<file path="config.mk">
export PLATFORM = sky130hd
export DESIGN_NAME = piso_register
export DESIGN_NICKNAME = d
export VERILOG_FILES = /design/src/rtl/piso_register.sv
export SDC_FILE = /design/constraint.sdc
export NUM_CORES = 1
export LEC_CHECK = 0
export CAP_MARGIN = 10
export CORE_MARGIN = 8
export CORE_UTILIZATION = 40
export CTS_BUF_LIST = sky130_fd_sc_hd__clkbuf_16
export DETAILED_ROUTE_END_ITERATION = 10
export GPL_TIMING_DRIVEN = 1
export PLACE_DENSITY_LB_ADDON = 0.1
export SYNTH_ARGS = -nofsm -noshare
export SYNTH_HDL_FRONTEND = slang
export SYNTH_SLANG_ARGS = --single-unit
</file>
<file path="constraint.sdc">
create_clock -name clk -period 1.3 [get_ports clk]
set_input_delay 0.13 -clock clk [delete_from_list [all_inputs] [get_ports clk]]
set_output_delay 0.13 -clock clk [all_outputs]
set_load 0.02 [all_outputs]
</file>
<file path="src/rtl/piso_register.sv">
// Parallel-in/serial-out register: takes an N-bit word on a load handshake and
// streams it out MSB first on a valid/ready serial port, gapless across words.
//
//   state   | meaning
//   S_IDLE  | no word held; load_ready high, serial output idle
//   S_SHIFT | word in flight; sout = sreg_q[N-1], cnt_q = index of bit being sent
module piso_register #(
   parameter  int unsigned N  = 5,
   localparam int unsigned CW = (N > 1) ? $clog2(N) : 1
) (
   input  logic         clk,
   input  logic         rst_n,
   input  logic         load_valid,
   output logic         load_ready,
   input  logic [N-1:0] D,
   output logic         sout,
   output logic         sout_valid,
   input  logic         sout_ready,
   output logic         sout_last,
   output logic         busy
);

   typedef enum logic {S_IDLE, S_SHIFT} state_t;

   localparam logic [CW-1:0] LAST = CW'(N - 1);

   state_t        state_q, state_d;
   logic [N-1:0]  sreg_q, sreg_d;
   logic [CW-1:0] cnt_q, cnt_d;
   logic          load_fire, bit_fire;

   assign load_fire = load_valid & load_ready;
   assign bit_fire  = sout_valid & sout_ready;

   always_ff @(posedge clk or negedge rst_n) begin
      if (!rst_n) begin
         state_q <= S_IDLE;
         sreg_q  <= '0;
         cnt_q   <= '0;
      end else begin
         state_q <= state_d;
         sreg_q  <= sreg_d;
         cnt_q   <= cnt_d;
      end
   end

   always_comb begin
      state_d = state_q;
      sreg_d  = sreg_q;
      cnt_d   = cnt_q;
      case (state_q)
         S_IDLE: begin
            if (load_fire) begin
               sreg_d  = D;
               cnt_d   = '0;
               state_d = S_SHIFT;
            end
         end
         S_SHIFT: begin
            if (bit_fire) begin
               if (cnt_q != LAST) begin
                  sreg_d = {sreg_q[N-2:0], 1'b0};
                  cnt_d  = cnt_q + CW'(1);
               end else if (load_fire) begin
                  // next word replaces the last bit on the same edge: no bubble
                  sreg_d = D;
                  cnt_d  = '0;
               end else begin
                  cnt_d   = '0;
                  state_d = S_IDLE;
               end
            end
         end
         default: state_d = S_IDLE;
      endcase
   end

   always_comb begin
      load_ready = 1'b1;
      sout_valid = 1'b0;
      sout       = 1'b0;
      sout_last  = 1'b0;
      busy       = 1'b0;
      if (state_q == S_SHIFT) begin
         load_ready = (cnt_q == LAST) & sout_ready;
         sout_valid = 1'b1;
         sout       = sreg_q[N-1];
         sout_last  = (cnt_q == LAST);
         busy       = 1'b1;
      end
   end

endmodule

</file>
==> results of run 1 <==
repair_timing:
item                       4_1_cts  5_1_grt
cloned                           0        0
gates resized for setup         25        5
setup buffers                    5        3
setup endpoints to repair       11        7
pin swaps                        1        6
layout by cell type, fill, tap and decap left out, types with 2 or more instances in the layout:
cell and n:
o221a_1 3, nor2_1 3, clkbuf_16 3, buf_6 3, nand4b_1 3, buf_4 20, buf_2 2, o21ai_0 3
dfrtp_1 8, clkdlybuf4s50_1 8, inv_2 2, inv_1 2, nand2_1 2
how the worst max path moves through the flow:
stage / endpoint / slack, ns / cells after the start
floorplan: sreg_q[1] / -0.06 / 4
global placement: load_ready / -0.25 / 5
detailed placement: load_ready / -0.28 / 5
CTS: sreg_q[2] / -0.07 / 6
global route: sreg_q[2] / -0.11 / 6
finish: sreg_q[2] / -0.07 / 6
cell usage after synthesis, types with 2 or more instances:
| cell type | count |
|---|---|
| dfrtp_1 | 9 |
| nor2_1 | 4 |
| inv_1 | 3 |
| nand2_1 | 3 |
| nand4b_1 | 3 |
| o21ai_0 | 3 |
| o221a_1 | 3 |
| buf_4 | 2 |
| ha_1 | 2 |
critical path: cells and delay by family, from the launching register on:
kind	cells	cell delay (ns)
AO/OA/AOI/OAI	1	0.32
buffers and inverters	2	0.21
adder cells (fa/ha/maj)	1	0.16
AND/OR/NAND/NOR	2	0.19
flip-flops	1	0.38
kinds of logic after synthesis:
family                     count (synthesis)
buffers and inverters                      6
AOI/OAI and AO/OA                         13
DFF                                        9
and+or+nand+nor                           18
adders and majority gates                  2
muxes                                      2
power by group through the flow:
stage	Combinational [W]	Clock, W	Sequential, W
3_5_place_dp	0.000671	0	0.000477
6_report	0.000810	0.000541	0.000472
3_3_place_gp	0.000655	0	0.000471
5_1_grt	0.000892	0.000575	0.000483
2_1_floorplan	0.000387	0	0.000462
4_1_cts	0.000753	0.000550	0.000471
area by class of cell:
type                       count  area [um^2]  area share
multi-input combinational     35          295       0.322
timing repair buffer          34          285       0.311
sequential                     9          226       0.247
clock buffer                   3         75.1      0.0820
tap                           15         18.8      0.0205
inverter                       3         11.3      0.0123
clock inverter                 1         3.75     0.00410
through the flow:
stage / instances / TNS [ns] / total power, W / setup slack, ns / hold slack, ns
3_3_place_gp: 88 / -1.64 / 0.00113 / -0.250 / 0.457
2_1_floorplan: 50 / -0.232 / 0.000849 / -0.0584 / -0.166
4_1_cts: 97 / -0.204 / 0.00177 / -0.0701 / 0.221
3_5_place_dp: 88 / -1.66 / 0.00115 / -0.279 / 0.467
5_1_grt: 100 / -0.711 / 0.00195 / -0.114 / 0.248
6_report: 100 / -0.359 / 0.00182 / -0.0745 / 0.206
layer usage:
layer / track usage / wire length [um] / up-vias
li1: - / - / 254
met1: 0.131 / 632 / 267
met2: 0.217 / 851 / 10
met3: 0.0426 / 76 / 4
met4: 0.0690 / 38 / 0
met5: 0 / 0 / -
flip-flops by register name, summed over array words and instances, names as in the netlist:
register,count
cnt_q,3
sreg_q,5
state_q,1
==> flow_summary.ini, run 1 <==
[status]
status = finished with violations
violations = negative setup slack

[layout]
nNetsFinal = 97
insertedDiodeCount = 0
drive_gt1_frac = 0.482
fillers = 91
areaGrowthSynthToFinish_pct = 72.2
final_area_um2 = 916
utilization = 0.722

[cts]
clk_pin_slew_ns = 0.04
cts_num_sinks = 9
tritoncts = done
clock_latency_ns = 0.23
cts-root-buf = clkbuf_16
htree_levels = 1
cts_buffer_depth = 2
cts_made_buffers = 3
cts_hold_buf = 0

[synth]
yosys.area_share.simple = 0.207
ys_types = 27
ys_seq_area_frac = 0.424
synth_top_area_frac = 0.424
ys_ff_latch = 9
synth_area_leaders = dfrtp_1 42%, o221a_1 6.4%, nand4b_1 4.9%, ha_1 4.7%, o21ai_0 2.8%
synth_top_family_by_area = simple AND/OR/NAND/NOR gates
async_reset_ff_frac = 1.00
syn-instance-count = 50
syn_area_um2 = 532
syn-mean-instance-area_um2 = 10.6
synth_top_area_cell = dfrtp_1
yosysWarnings = 0
mappedNetlistNets = 61
synthFlopType = dfrtp_1
synth-edff-count = 0
synth.area.mux_share = 0.0471
synth_compound_area_frac = 0.205
synth_adder_area_share = 0.0471
synth_xor_area_frac = 0

[setup_path]
slowest_delay_ns = 0.38
cp_max_fo = 5
r2r_slack_ns = -0.07
worstPathRequired_ns = 1.41
crit_chain = inv_2 > ha_4 > nand2_4 > buf_6 > and3_4 > a221o_1
timing.rr.start = cnt_q[0]
critPathKind = flip-flop to flip-flop
timing.rr.end = sreg_q[2]
crit_arrival_ns = 1.49
end_kind = flip-flop
startpoint = cnt_q[0]
slowest_stage = dfrtp_1
cp-start-kind = flip-flop
reg2reg_depth = 6

[timing]
setup_ws_ns = -0.0745
fmax_mhz = 728
slew_violations = 0
slew_headroom = 0.710
hold_viol_final = 0
finalSetupViolCount = 8
worst_clock_skew_ns = 0.00216
worst_pin_slew_ns = 0.434
min_period_ns = 1.37
post-route-period-util = 1.06
rsz0062_at_grt = true

[global_route]
grt_pass1_wl_um = 2570
first_global_vias = 561
grt_max_degree = 10
antenna_found_initial = 0
track_usage = 0.126
grt-ovfl-total = 0

[floorplanning]
dieArea_um2 = 2750
die_h_um = 52.5
start_util = 0.419
rows = 13
core-area_um2 = 1270
ios = 14
die_w_um = 52.5

[run]
maxCapViolations = 0

[drt]
wl_per_cell_um = 16.0
first_pass_iters = 4
drt_first_iter_violations = 13
route.detailed.drc = 0
detail-route-antenna-nets = 0
via_count = 535
viasPerCell = 5.35
wl_um = 1600

[worst_hold_path]
hold_class = input pin to async pin

[power]
swShare = 0.308
p_leak_nw = 0.440
ir_drop_uv = 1380
p_seq_frac = 0.259
switchingPower_w = 0.000562
clkPwrFrac = 0.297
internal_power_w = 0.00126
power_per_cell_area_nw_per_um2 = 1990
p_comb_frac = 0.444

[placed_design]
place_area_um2 = 761
port_buffers = 13
finalWeightedCongestion = 0.790
Note: power is estimated with default switching activity, not from simulation.
==> run 2: changes to the inputs <==
TNS_END_PERCENT = 100   (was default)
==> results of run 2 <==
Final layout, timing and power as in run 1 (identical DEF).
